`config.mk`:
```
export PLATFORM = sky130hd
export DESIGN_NAME = alu_op_sequencer
export DESIGN_NICKNAME = d
export VERILOG_FILES = /design/src/rtl/alu_op_sequencer.sv
export SDC_FILE = /design/constraint.sdc
export NUM_CORES = 1
export LEC_CHECK = 0
export ABC_AREA = 1
export BUFFER_PORTS_ARGS = -buffer_cell sky130_fd_sc_hd__buf_2
export CORE_UTILIZATION = 47
export DETAILED_ROUTE_END_ITERATION = 8
export HOLD_SLACK_MARGIN = 0.02
export PLACE_DENSITY = 0.77
export SETUP_SLACK_MARGIN = 0.5
export SLEW_MARGIN = 20
export SYNTH_ARGS = -nofsm -noshare
export SYNTH_HDL_FRONTEND = slang
export SYNTH_SLANG_ARGS = --single-unit
```
`constraint.sdc`:
```
create_clock -name Clock -period 1.6 [get_ports Clock]
set_clock_uncertainty 0.1 [all_clocks]
set_input_delay 0.24 -clock Clock [delete_from_list [all_inputs] [get_ports Clock]]
set_output_delay 0.24 -clock Clock [all_outputs]
set_load 0.02 [all_outputs]
```
`src/rtl/alu_op_sequencer.sv`:
```
// alu_op_sequencer: valid/ready command sequencer for a combinational ALU, with an accumulator feeding ALU B.
// Define ALU_OP_SEQUENCER_OVF_EN to add the ovf output (carry out of an add).
module alu_op_sequencer #(
  parameter int WIDTH = 4
) (
  input  logic               Clock,
  input  logic               Reset_b,
  input  logic               cmd_valid,
  output logic               cmd_ready,
  input  logic [1:0]         cmd_func,
  input  logic [WIDTH-1:0]   cmd_data,
  input  logic               cmd_clr,
  output logic [WIDTH-1:0]   alu_a,
  output logic [WIDTH-1:0]   alu_b,
  output logic [1:0]         alu_func,
  input  logic [2*WIDTH-1:0] alu_result,
  output logic               rsp_valid,
  input  logic               rsp_ready,
  output logic [2*WIDTH-1:0] rsp_data,
  output logic [WIDTH-1:0]   acc
`ifdef ALU_OP_SEQUENCER_OVF_EN
  ,
  output logic               ovf
`endif
);
  typedef enum logic [1:0] {IDLE, ISSUE, CAPTURE, RESP} state_t;
  state_t state;
  always_ff @(posedge Clock) begin
    if (!Reset_b) begin
      state     <= IDLE;
      cmd_ready <= 1'b0;
      rsp_valid <= 1'b0;
      rsp_data  <= '0;
      acc       <= '0;
      alu_a     <= '0;
      alu_b     <= '0;
      alu_func  <= '0;
    end else begin
      case (state)
        IDLE: begin
          cmd_ready <= 1'b1;
          if (cmd_valid && cmd_ready) begin
            alu_a     <= cmd_data;
            alu_func  <= cmd_func;
            alu_b     <= cmd_clr ? '0 : acc;
            acc       <= cmd_clr ? '0 : acc;
            cmd_ready <= 1'b0;
            state     <= ISSUE;
          end
        end
        ISSUE: state <= CAPTURE;
        CAPTURE: begin
          rsp_data  <= alu_result;
          acc       <= alu_result[WIDTH-1:0];
          rsp_valid <= 1'b1;
          state     <= RESP;
        end
        RESP: begin
          // cmd_ready rises with the return to IDLE so the next command can be taken at once
          if (rsp_ready) begin
            rsp_valid <= 1'b0;
            cmd_ready <= 1'b1;
            state     <= IDLE;
          end
        end
        default: state <= IDLE;
      endcase
    end
  end
`ifdef ALU_OP_SEQUENCER_OVF_EN
  always_ff @(posedge Clock) begin
    if (!Reset_b) ovf <= 1'b0;
    else if (state == CAPTURE) ovf <= (alu_func == 2'd0) && (|alu_result[2*WIDTH-1:WIDTH]);
  end
`endif
endmodule

```
-- Word level (Yosys, flattened, before mapping)
Cells that the tools add are included.
- flip-flop bits (word level): 26
- input port bits: 19
- output and inout port bits: 24
- logic and storage cells: 34
- equality and inequality tests: 5
- multiplexer cells: 11
- reductions and logical operators: 10
- operator list (cell ; number):
    AND reduction 2 bit ; 5
    two-way mux 4 bit ; 2
    case mux 2 bit (4 select lines) ; 1
    case mux 4 bit (2 select lines) ; 1
    nonzero test 2 bit ; 3
    == test 2 bit (second input constant) ; 2
    two-way mux 2 bit ; 2
    inequality test 2 bit (second input constant) ; 2
    case mux 1 bit (2 select lines) ; 2
    two-way mux 1 bit ; 3
    == test 2 x 1 -> 1 bit (second input constant) ; 1
    zero test 2 bit ; 1
    logical AND 1 bit ; 1

-- Depth between registers and ports, before layout
- depth after elaboration: 3
- depth in mapped cells: 8
- depth with buffers taken out: 7

-- Worst setup path after synthesis
Ideal clock, no wire load.
- path type: register -> register
- from: register state[0]
- to: register alu_b[0]
- setup time: 116 ps
- data arrival time: 1076 ps
- slack: 308 ps
- cell stages (with the launch flop): 7
- cell sequence: dfxtp_1 > inv_1 > ha_1 > nand3_2 > buf_2 > a21oi_1 > nor2_1
- word-level cells in the longest chain between the ends: 2
- RTL lines (element ; RTL line ; text):
    from (decl) ; 27 ; state_t state;
    from (signal assigned) ; 30 ; state <= IDLE;
    from (signal assigned) ; 48 ; state <= ISSUE;
    from (signal assigned) ; 51 ; ISSUE: state <= CAPTURE;
    zero test 2 bit ; 39 ; case (state)
    AND reduction 2 bit (no line) ; n/a ;
    to (signal assigned) ; 45 ; alu_b <= cmd_clr ? '0 : acc;
    to (decl) ; 14 ; output logic [WIDTH-1:0] alu_b,
Every way passes these cells.
A chain may end at the register's enable or synchronous reset.

-- Worst setup path in the final report
- from: register state[1]
- to: register alu_a[0]
- word-level cells in the longest chain between the ends: 2
- RTL lines (element ; RTL line ; text):
    zero test 2 bit ; 39 ;
    AND reduction 2 bit (no line) ; n/a ;
    to (signal assigned) ; 43 ; alu_a <= cmd_data;
    to (decl) ; 13 ; output logic [WIDTH-1:0] alu_a,
Every way passes these cells.

==> impl_metrics.yaml <==
global_route:
  grt_total_ovfl: 0
  grt_max_degree: 17
  via_count_of_the_first_global_routing_pass: 1152
  grt_pass1_wl_um: 4850
  number_of_antenna_violations_at_the_first_check_in_global_routing: 0
  track_usage: 0.253
placement:
  hpwl_um: 1730
  port_buffers: 42
  final_estimated_routing_congestion_in_global_placement: 0.778
  post-place-ws_ps: 320
  detailed_place.area_um2: 1400
die:
  die-height_um: 50.6
  start_util: 0.502
  core_region_area_um2: 2210
  io_pins: 43
  die_area_um2: 2560
  floorplan.die.width_um: 50.6
  std_cell_rows: 17
sta:
  timing.slew.headroom: 0.736
  fin_setup_tns_ps: 0
  final-hold-violation-count: 0
  unrepaired_setup_endpoints_after_global_routing: "yes"
  timing.final.setup_violations: 0
  worst_hold_slack_ps: 40.8
  tightest_pin_transition_ps: 396
  fin_crit_sh: 0.795
  crit_path_setup_slack_layout_ps: 328
  slew_viol_final: 0
  finalWorstPathRequiredPeriod_ps: 1270
  clock.fmax_mhz: 786
clock_tree:
  cts.path.max_buffers: 2
  cts_tree: "done"
  clk_pin_slew_worst_setup_hold_paths_ps: 130
  cts_made_buffers: 3
  cts-root-buf: "clkbuf_4"
  htreeDepth: 1
  clock_sinks: 26
  clkLatencyLatePin_ps: 310
routing:
  detailed_router_s_first_iteration_violation_count: 25
  final_antenna_violating_net_count: 0
  detail_route.vias_per_cell: 4.95
  drt_pass1_iterations: 4
  drc: 0
  num_vias: 1174
  detail_route.wl_per_cell_um: 12.4
  routed_wirelength_um: 2930
power:
  p_switching_mw: 1.32
  power.sequential.fraction: 0.324
  worst_ir_drop_vdd_mv: 1.23
  power.internal_mw: 1.78
  reported_leakage_power_nw: 0.821
  fraction_of_power_spent_switching_nets: 0.427
  powerDensity_nw_per_um2: 1750
  power.combinational.fraction: 0.585
  clock_power_share: 0.091
run_status:
  outcome: "finished, final reports clean"
worst_setup_path:
  path_class: "reg2reg"
  arrival_worst_endpoint_ps: 1370
  critPathCaptureType: "flip-flop"
  timing.critical_path.fanout_max: 7
  path_cells: "inv_2, ha_4, nand3_2, nand2_1, a21oi_1"
  worst_setup_path_start_kind: "flip-flop"
  setup.reg_to_reg.worst_slack_ps: 330
  timing.critical_path.max_delay_family: "flip-flops"
  slowest_stage: "dfxtp_4"
  wp_data_required_ps: 1700
  cpPeakStageDelay_ps: 390
  worstPathBufferInverterCount: 1
layout:
  layout-drive-gt1-share: 0.545
  stdcell_area_um2: 1770
  final_net_count: 233
  insertedDiodeCount: 0
  fillerInstances: 137
  syn_to_final_growth_pct: 59.5
  utilization: 0.801
synthesis:
  yosysWarningCount: 0
  yosys.cell_types.count: 14
  syn_avg_cell_area_um2: 7.17
  number_of_flip_flops_and_latches_in_the_synthesized_netlist: 26
  post_synth_instance_area_um2: 1110
  syn_inst: 155
  yosysSeqAreaShare: 0.468
  synthesis.nets: 178
job:
  max_cap_violations: 0
worst_hold_path:
  hold_path_class: "in2reg"
-- registers in the layout, indices dropped and copies added (netlist names) --
signal and cells:
rsp_data 8, acc 4, alu_a 4, alu_b 4, alu_func 2, state 2
cmd_ready 1, rsp_valid 1
-- area by class of cell --
type,instances,area (µm²),area share
multi-input combinational,112,648,0.366
clock buffer,4,26.3,0.0148
timing repair buffer,53,447,0.252
sequential,26,558,0.315
tap,28,35.0,0.0198
inverter,14,57.6,0.0325
-- worst paths after layout --
check / from / to / cells past startpoint
worst max-delay path: state[1] / alu_a[0] / 5
worst max register to register: state[1] / alu_a[0] / 5
worst min-delay path: alu_result[4] / rsp_data[4] / 3
worst min register to register: alu_a[1] / alu_a[1] / 2
-- synth_stat cells --
library cell  instances  area, µm²
nand2_1              42        158
dfxtp_1              26        521
nor2_1               24       90.1
a21oi_1              17       85.1
inv_1                14       52.6
nand3_1              11       55.1
o21ai_0               8       40.0
buf_2                 4       20.0
ha_1                  4       50.1
a21boi_0              1       7.51
clkbuf_1              1       3.75
nand3_2               1       10.0
nand3b_1              1       7.51
nor2_4                1       11.3
-- timing repair --
action / in CTS / in global routing
cloned: 2 / 0
setup buffers: 11 / 0
setup endpoints to repair: 50 / 50
hold buffers: 0 / 0
pin swaps: 11 / 5
resized for setup: 82 / 13
-- power groups by stage --
stage	registers (mW)	logic, mW	clock network (mW)
4_1_cts	0.992	1.72	0.293
2_1_floorplan	1.15	0.828	0
3_3_place_gp	0.977	1.22	0
3_5_place_dp	0.984	1.24	0
5_1_grt	1.02	1.99	0.317
6_report	1.00	1.81	0.282
-- stage by stage --
| stage | total power, mW | cells |
|---|---|---|
| finish | 3.10 | 237 |
| global route | 3.32 | 237 |
| CTS | 3.01 | 237 |
| detailed placement | 2.23 | 220 |
| global placement | 2.20 | 220 |
| floorplan | 1.98 | 155 |
-- cell families (layout without fill, tap and decap cells) --
kind of cell / count (synthesis) / count (layout) / synth area share
flops: 26 / 26 / 0.468
fa+ha+maj: 4 / 4 / 0.0450
buf+inv: 19 / 71 / 0.0687
compound gates: 26 / 26 / 0.119
simple gates: 80 / 82 / 0.298
-- layer usage --
layer	part of all wire	up-vias	GRT usage
li1	-	602	-
met1	0.44	538	0.307
met2	0.50	32	0.429
met3	0.045	2	0.0424
met4	0.0089	0	0.120
met5	0	-	0
-- worst register-to-register path: stages, from the launching register on --
cell and delay [ps]:
dfxtp_4 390, inv_2 70, ha_4 200, nand3_2 200, nand2_1 120, a21oi_1 70
-- cells in the final DEF (no fill, tap or decap), types with 6 or more instances in the layout --
cell type | netlist | layout
nand3_1 | 11 | 10
inv_1 | 14 | 9
a21oi_2 | 0 | 7
nand2_1 | 42 | 33
buf_2 | 4 | 18
dfxtp_2 | 0 | 24
nand2_2 | 0 | 8
buf_4 | 0 | 10
o21ai_0 | 8 | 6
nor2_1 | 24 | 23
buf_6 | 0 | 25
a21oi_1 | 17 | 10
Power figures use the tool's default switching activity.
